--- config.mk ---
export PLATFORM = sky130hd
export DESIGN_NAME = mem_port_arbiter_flat
export DESIGN_NICKNAME = d
export VERILOG_FILES = /design/src/rtl/mem_port_arbiter_if.sv /design/src/rtl/mem_port_arbiter.sv /design/src/flat_wrapper.sv
export SDC_FILE = /design/constraint.sdc
export NUM_CORES = 1
export LEC_CHECK = 0
export ABC_AREA = 1
export CAP_MARGIN = 20
export CELL_PAD_IN_SITES_DETAIL_PLACEMENT = 2
export CELL_PAD_IN_SITES_GLOBAL_PLACEMENT = 2
export CORE_AREA = 4 4 233 235
export CTS_BUF_LIST = sky130_fd_sc_hd__clkbuf_16
export CTS_CLUSTER_SIZE = 14
export DETAILED_ROUTE_END_ITERATION = 10
export DIE_AREA = 0 0 237 239
export PLACE_DENSITY_LB_ADDON = 0.1
export SLEW_MARGIN = 20
export SYNTH_ARGS = -nofsm -noshare
export SYNTH_HDL_FRONTEND = slang
export SYNTH_SLANG_ARGS = --single-unit
--- constraint.sdc ---
create_clock -name clk -period 1.5 [get_ports clk]
set_input_delay 0.45 -clock clk [delete_from_list [all_inputs] [get_ports clk]]
set_output_delay 0.45 -clock clk [all_outputs]
set_load 0.02 [all_outputs]
--- src/rtl/mem_port_arbiter_if.sv ---
// Fetch, data and memory-side signals of the memory port arbiter.
// The arbiter connects through the slave modport; requesters and memory use master.
interface mem_port_arbiter_if;
  logic        if_req;
  logic [63:0] if_addr;
  logic        if_ready;
  logic [31:0] if_rdata;

  logic        d_req;
  logic        d_we;
  logic [63:0] d_addr;
  logic [63:0] d_wdata;
  logic        d_ready;
  logic [63:0] d_rdata;

  logic        err;

  logic        mem_req;
  logic        mem_we;
  logic [63:0] mem_addr;
  logic [63:0] mem_wdata;
  logic [63:0] mem_rdata;
  logic        mem_ack;

  modport master (
    output if_req, if_addr, d_req, d_we, d_addr, d_wdata, mem_rdata, mem_ack,
    input  if_ready, if_rdata, d_ready, d_rdata, err,
           mem_req, mem_we, mem_addr, mem_wdata
  );

  modport slave (
    input  if_req, if_addr, d_req, d_we, d_addr, d_wdata, mem_rdata, mem_ack,
    output if_ready, if_rdata, d_ready, d_rdata, err,
           mem_req, mem_we, mem_addr, mem_wdata
  );
endinterface

--- src/rtl/mem_port_arbiter.sv ---
// Shares one single-port memory between instruction fetch and data access.
// Data is favoured, but fetch is guaranteed a grant after MAX_D_STREAK data grants.
module mem_port_arbiter #(
  parameter int unsigned MAX_D_STREAK = 2,
  parameter int unsigned TIMEOUT      = 15
) (
  input logic               clk,
  input logic               reset,
  mem_port_arbiter_if.slave bus
);

  localparam int unsigned SW = (MAX_D_STREAK > 0) ? $clog2(MAX_D_STREAK + 1) : 1;
  localparam logic [SW-1:0] STREAK_MAX = SW'(MAX_D_STREAK);
  localparam logic [3:0]    WAIT_LAST  = 4'(TIMEOUT - 1);

  typedef enum logic [1:0] {
    IDLE    = 2'd0,
    BUSY_IF = 2'd1,
    BUSY_D  = 2'd2
  } state_e;

  state_e        state_q,     state_d;
  logic [SW-1:0] streak_q,    streak_d;
  logic [3:0]    wait_q,      wait_d;
  logic          if_ready_q,  if_ready_d;
  logic [31:0]   if_rdata_q,  if_rdata_d;
  logic          d_ready_q,   d_ready_d;
  logic [63:0]   d_rdata_q,   d_rdata_d;
  logic          err_q,       err_d;
  logic          mem_req_q,   mem_req_d;
  logic          mem_we_q,    mem_we_d;
  logic [63:0]   mem_addr_q,  mem_addr_d;
  logic [63:0]   mem_wdata_q, mem_wdata_d;

  logic grant_if;
  logic grant_d;

  // Fetch wins only when data is absent or data has used up its streak.
  assign grant_if = bus.if_req && (!bus.d_req || (streak_q == STREAK_MAX));
  assign grant_d  = bus.d_req && !grant_if;

  always_comb begin
    state_d     = state_q;
    streak_d    = streak_q;
    wait_d      = wait_q;
    if_ready_d  = 1'b0;
    d_ready_d   = 1'b0;
    err_d       = 1'b0;
    if_rdata_d  = if_rdata_q;
    d_rdata_d   = d_rdata_q;
    mem_req_d   = mem_req_q;
    mem_we_d    = mem_we_q;
    mem_addr_d  = mem_addr_q;
    mem_wdata_d = mem_wdata_q;

    unique case (state_q)
      IDLE: begin
        if (!bus.if_req) begin
          streak_d = '0;
        end
        if (grant_if) begin
          state_d     = BUSY_IF;
          streak_d    = '0;
          wait_d      = '0;
          mem_req_d   = 1'b1;
          mem_we_d    = 1'b0;
          mem_addr_d  = bus.if_addr;
          mem_wdata_d = '0;
        end else if (grant_d) begin
          state_d     = BUSY_D;
          wait_d      = '0;
          mem_req_d   = 1'b1;
          mem_we_d    = bus.d_we;
          mem_addr_d  = bus.d_addr;
          mem_wdata_d = bus.d_wdata;
          if (bus.if_req && (streak_q != STREAK_MAX)) begin
            streak_d = streak_q + SW'(1);
          end
        end
      end

      BUSY_IF, BUSY_D: begin
        if (bus.mem_ack) begin
          state_d   = IDLE;
          mem_req_d = 1'b0;
          if (state_q == BUSY_IF) begin
            if_ready_d = 1'b1;
            if_rdata_d = bus.mem_rdata[31:0];
          end else begin
            d_ready_d = 1'b1;
            d_rdata_d = mem_we_q ? 64'd0 : bus.mem_rdata;
          end
        end else if (wait_q == WAIT_LAST) begin
          // This cycle would bring the count to TIMEOUT: give up with err.
          state_d   = IDLE;
          mem_req_d = 1'b0;
          err_d     = 1'b1;
          if (state_q == BUSY_IF) begin
            if_ready_d = 1'b1;
            if_rdata_d = '0;
          end else begin
            d_ready_d = 1'b1;
            d_rdata_d = '0;
          end
        end else begin
          wait_d = wait_q + 4'd1;
        end
      end

      default: begin
        state_d   = IDLE;
        mem_req_d = 1'b0;
      end
    endcase
  end

  always_ff @(posedge clk) begin
    if (reset) begin
      state_q     <= IDLE;
      streak_q    <= '0;
      wait_q      <= '0;
      if_ready_q  <= 1'b0;
      if_rdata_q  <= '0;
      d_ready_q   <= 1'b0;
      d_rdata_q   <= '0;
      err_q       <= 1'b0;
      mem_req_q   <= 1'b0;
      mem_we_q    <= 1'b0;
      mem_addr_q  <= '0;
      mem_wdata_q <= '0;
    end else begin
      state_q     <= state_d;
      streak_q    <= streak_d;
      wait_q      <= wait_d;
      if_ready_q  <= if_ready_d;
      if_rdata_q  <= if_rdata_d;
      d_ready_q   <= d_ready_d;
      d_rdata_q   <= d_rdata_d;
      err_q       <= err_d;
      mem_req_q   <= mem_req_d;
      mem_we_q    <= mem_we_d;
      mem_addr_q  <= mem_addr_d;
      mem_wdata_q <= mem_wdata_d;
    end
  end

  assign bus.if_ready  = if_ready_q;
  assign bus.if_rdata  = if_rdata_q;
  assign bus.d_ready   = d_ready_q;
  assign bus.d_rdata   = d_rdata_q;
  assign bus.err       = err_q;
  assign bus.mem_req   = mem_req_q;
  assign bus.mem_we    = mem_we_q;
  assign bus.mem_addr  = mem_addr_q;
  assign bus.mem_wdata = mem_wdata_q;

endmodule

--- src/flat_wrapper.sv ---
// flat-port wrapper written by rule: the top's interface ports become plain ports
module mem_port_arbiter_flat 
#(
  parameter int unsigned MAX_D_STREAK = 2,
  parameter int unsigned TIMEOUT      = 15
)
  (clk, reset, bus_if_req, bus_if_addr, bus_d_req, bus_d_we, bus_d_addr, bus_d_wdata, bus_mem_rdata, bus_mem_ack, bus_if_ready, bus_if_rdata, bus_d_ready, bus_d_rdata, bus_err, bus_mem_req, bus_mem_we, bus_mem_addr, bus_mem_wdata);
  mem_port_arbiter_if bus_i ();
  input logic clk;
  input logic reset;
  input wire logic [$bits(bus_i.if_req)-1:0] bus_if_req;
  input wire logic [$bits(bus_i.if_addr)-1:0] bus_if_addr;
  input wire logic [$bits(bus_i.d_req)-1:0] bus_d_req;
  input wire logic [$bits(bus_i.d_we)-1:0] bus_d_we;
  input wire logic [$bits(bus_i.d_addr)-1:0] bus_d_addr;
  input wire logic [$bits(bus_i.d_wdata)-1:0] bus_d_wdata;
  input wire logic [$bits(bus_i.mem_rdata)-1:0] bus_mem_rdata;
  input wire logic [$bits(bus_i.mem_ack)-1:0] bus_mem_ack;
  output wire logic [$bits(bus_i.if_ready)-1:0] bus_if_ready;
  output wire logic [$bits(bus_i.if_rdata)-1:0] bus_if_rdata;
  output wire logic [$bits(bus_i.d_ready)-1:0] bus_d_ready;
  output wire logic [$bits(bus_i.d_rdata)-1:0] bus_d_rdata;
  output wire logic [$bits(bus_i.err)-1:0] bus_err;
  output wire logic [$bits(bus_i.mem_req)-1:0] bus_mem_req;
  output wire logic [$bits(bus_i.mem_we)-1:0] bus_mem_we;
  output wire logic [$bits(bus_i.mem_addr)-1:0] bus_mem_addr;
  output wire logic [$bits(bus_i.mem_wdata)-1:0] bus_mem_wdata;
  assign bus_i.if_req = bus_if_req;
  assign bus_i.if_addr = bus_if_addr;
  assign bus_i.d_req = bus_d_req;
  assign bus_i.d_we = bus_d_we;
  assign bus_i.d_addr = bus_d_addr;
  assign bus_i.d_wdata = bus_d_wdata;
  assign bus_i.mem_rdata = bus_mem_rdata;
  assign bus_i.mem_ack = bus_mem_ack;
  assign bus_if_ready = bus_i.if_ready;
  assign bus_if_rdata = bus_i.if_rdata;
  assign bus_d_ready = bus_i.d_ready;
  assign bus_d_rdata = bus_i.d_rdata;
  assign bus_err = bus_i.err;
  assign bus_mem_req = bus_i.mem_req;
  assign bus_mem_we = bus_i.mem_we;
  assign bus_mem_addr = bus_i.mem_addr;
  assign bus_mem_wdata = bus_i.mem_wdata;
  mem_port_arbiter #(.MAX_D_STREAK(MAX_D_STREAK), .TIMEOUT(TIMEOUT)) u_core (.clk(clk), .reset(reset), .bus(bus_i));
endmodule
==> metrics <==
CP max FO 8; Clock Tree Root clkbuf_16; CP endpoint kind register; H-tree depth 1; CP arrival 2080 ps; Ys Warns 0; CTS tree yes; Tot Pwr 21.8 mW; Post-Route Setup TNS -9020 ps; Post-Syn Area 9810 µm²; grt total ovfl 0; Min-Delay Path Class in -> reg; detailed-router iteration count before antenna repair 4; min cycle time layout 1620 ps; drt via density 4.52; CP startpoint kind register; Placed Cells 2452; worst vdd ir 0.836 mV; PortBufs 490; nets 2229; clock network power share 32.5%; setup slack after layout -123 ps; final wirelength 59100 µm; Starting Density 18.8%; FF+latch count, synth 237; Psw 6.91 mW; # rows 84; final-report max-slew violation count 0; synthesized net count 1572; combinational share of power 33.7%; Post-synth EDFFs 0; Final Non-Filler Cells 2680; leakage power 9.19 nW; Post-route DRC 0; sequential power share 33.8%; number of I/O pins 491; drt wl/cell 22.0 µm; share of layout cells above drive strength 1 50.1%; DRT iter0 DRCs 309; gpl congestion 0.753; Worst Tran Pin Value 418 ps; Core Util, Final 40.8%; clock buffer depth 3; # fillers 5619; die height 239 µm; vias after detailed routing 12110; number of global-route vias before repair 13198; CP Class reg -> reg; Reg clk slew, reported paths 60 ps; fmax 616 MHz; remaining antenna violation count 0; largest net degree at the start of global routing 62; CTS Sinks 237; Die Area 56600 µm²; ratio of final minimum period to clock period 108%; power per cell area 1020 nW/µm²; maxcap violations 0; Switching Fraction 31.7%; final setup fails 193; syn_area_per_cell 7.51 µm²; Total GRT Usage 18.9%; Die W 237 µm; required time of the critical path 1950 ps; outcome finished, violations left; Area growth syn-to-layout 117%; core area 52200 µm²; failing checks negative setup slack; global-route wire length before repair 83600 µm; Int Pwr 14.9 mW; Worst Clk Skew 9.19 ps; hold depth 5; clock latency at the later pin of the worst-skew pair 570 ps; ys flop type dfxtp_1; initial antenna violation count 9; post-synth cell types 22; Seq/Total Area, Yosys 48.4%; R2R depth 10; TritonCTS Buffers 31; final-report hold violation count 0; Rel. slew slack 72.1%; Mapped Cells 1305; FFs w/ async S/R, synth 0%; DP HPWL 36700 µm; RSZ-0062 raised after global routing yes
[final cells by class]
| cell class | instances | area, µm² | area share [%] |
|---|---|---|---|
| sequential | 237 | 5080 | 23.9 |
| timing repair buffer | 743 | 8730 | 41.0 |
| antenna | 8 | 20.0 | 0.0940 |
| clock inverter | 24 | 156 | 0.734 |
| clock buffer | 31 | 776 | 3.64 |
| tap | 688 | 861 | 4.04 |
| multi-input combinational | 869 | 5370 | 25.2 |
| inverter | 80 | 313 | 1.47 |
[routing by layer]
| layer | global-route usage, % | part of all wire (%) | vias up | wire length, µm |
|---|---|---|---|---|
| met2 | 34.4 | 52 | 304 | 30900 |
| met3 | 5.83 | 6.0 | 68 | 3560 |
| met1 | 21.8 | 39 | 5986 | 23300 |
| met5 | 0 | 0.090 | - | 53 |
| met4 | 4.05 | 2.2 | 8 | 1310 |
| li1 | - | - | 5744 | - |
[path summary, 6_finish.rpt]
kind	slack, ps	end	start
hold reg to reg	460	u_core.bus.d_rdata[12]	u_core.bus.d_rdata[12]
setup reg to reg	-120	u_core.bus.mem_wdata[47]	u_core.state_q[1]
hold / removal	370	u_core.wait_q[1]	reset
setup / recovery	-120	u_core.bus.mem_wdata[47]	u_core.state_q[1]
[sequential cells by signal, indices dropped and copies added (netlist names)]
| name | count |
|---|---|
| u_core.state_q | 2 |
| u_core.wait_q | 4 |
| u_core.bus.if_rdata | 32 |
| u_core.streak_q | 2 |
| u_core.bus.mem_wdata | 64 |
| u_core.bus.d_ready | 1 |
| u_core.bus.mem_addr | 64 |
| u_core.bus.d_rdata | 64 |
| u_core.bus.mem_we | 1 |
| u_core.bus.err | 1 |
| u_core.bus.mem_req | 1 |
| u_core.bus.if_ready | 1 |
[power groups by stage]
stage	sequential (mW)	combinational, mW	clock [mW]
6_report	7.36	7.33	7.08
5_1_grt	7.43	7.80	7.63
4_1_cts	7.38	6.66	7.36
3_5_place_dp	7.27	5.18	0
3_3_place_gp	7.25	5.11	0
2_1_floorplan	7.86	1.57	0
[repair_timing]
item | 4_1_cts | 5_1_grt
gates resized for setup | 1770 | 262
pin swaps | 35 | 98
hold buffers | 0 | 0
setup buffers | 58 | 69
cloned | 30 | 17
setup endpoints to repair | 462 | 458
[synthesized netlist by cell type (2+ instances only)]
| cell type | instances | area (µm²) |
|---|---|---|
| nor2_1 | 43 | 161 |
| o21ai_0 | 68 | 340 |
| buf_4 | 16 | 120 |
| nand3_2 | 2 | 20.0 |
| ha_1 | 5 | 62.6 |
| buf_6 | 3 | 33.8 |
| nor2_4 | 2 | 22.5 |
| nand3_1 | 134 | 671 |
| o211ai_1 | 64 | 480 |
| a21oi_1 | 138 | 691 |
| buf_2 | 50 | 250 |
| dfxtp_1 | 237 | 4740 |
| inv_1 | 79 | 297 |
| clkbuf_1 | 46 | 173 |
| nand2_1 | 345 | 1290 |
| buf_1 | 3 | 11.3 |
| nand4_1 | 65 | 407 |
[worst max-delay path: stages (launching register included)]
cell and delay, ps:
dfxtp_2 330, inv_4 70, ha_4 160, inv_4 50
nor2_4 160, buf_6 130, buf_6 120, buf_12 150
buf_12 130, buf_16 130, a21oi_1 70
[cell usage in the layout (no fill, tap or decap), types with 3 or more instances in the layout]
master / netlist / routed
a21oi_1: 138 / 74
a21oi_2: 0 / 62
buf_12: 0 / 56
buf_16: 0 / 28
buf_4: 16 / 136
buf_6: 3 / 239
buf_8: 0 / 7
clkbuf_16: 0 / 45
clkdlybuf4s50_1: 0 / 258
clkinv_1: 0 / 9
clkinv_2: 0 / 5
dfxtp_1: 237 / 3
dfxtp_2: 0 / 216
dfxtp_4: 0 / 18
diode_2: 0 / 8
ha_4: 0 / 4
inv_1: 79 / 78
inv_2: 1 / 3
inv_4: 0 / 5
nand2_1: 345 / 278
nand2_2: 1 / 21
nand2_4: 0 / 46
nand3_1: 134 / 64
nand3_2: 2 / 63
nand3_4: 0 / 9
nand4_1: 65 / 65
nor2_1: 43 / 41
o211ai_1: 64 / 64
o21ai_0: 68 / 21
o21ai_1: 0 / 33
o21ai_2: 0 / 14
[through the flow]
stage / hold slack [ps] / setup slack [ps] / cell area, µm²
6_report: 373 / -123 / 21300
5_1_grt: 369 / -251 / 21300
4_1_cts: 346 / -166 / 19500
3_5_place_dp: 457 / -590 / 16200
3_3_place_gp: 449 / -544 / 16200
2_1_floorplan: 440 / -16.7 / 9810
[logic make-up after synthesis]
family	count (synthesis)	synth area share [%]
AO/OA/AOI/OAI	270	15.4
adder cells (fa/ha/maj)	5	0.638
buffers and inverters	199	9.11
flip-flops	237	48.4
AND/OR/NAND/NOR	594	26.5
No activity file was read; power rests on OpenSTA's default activity.
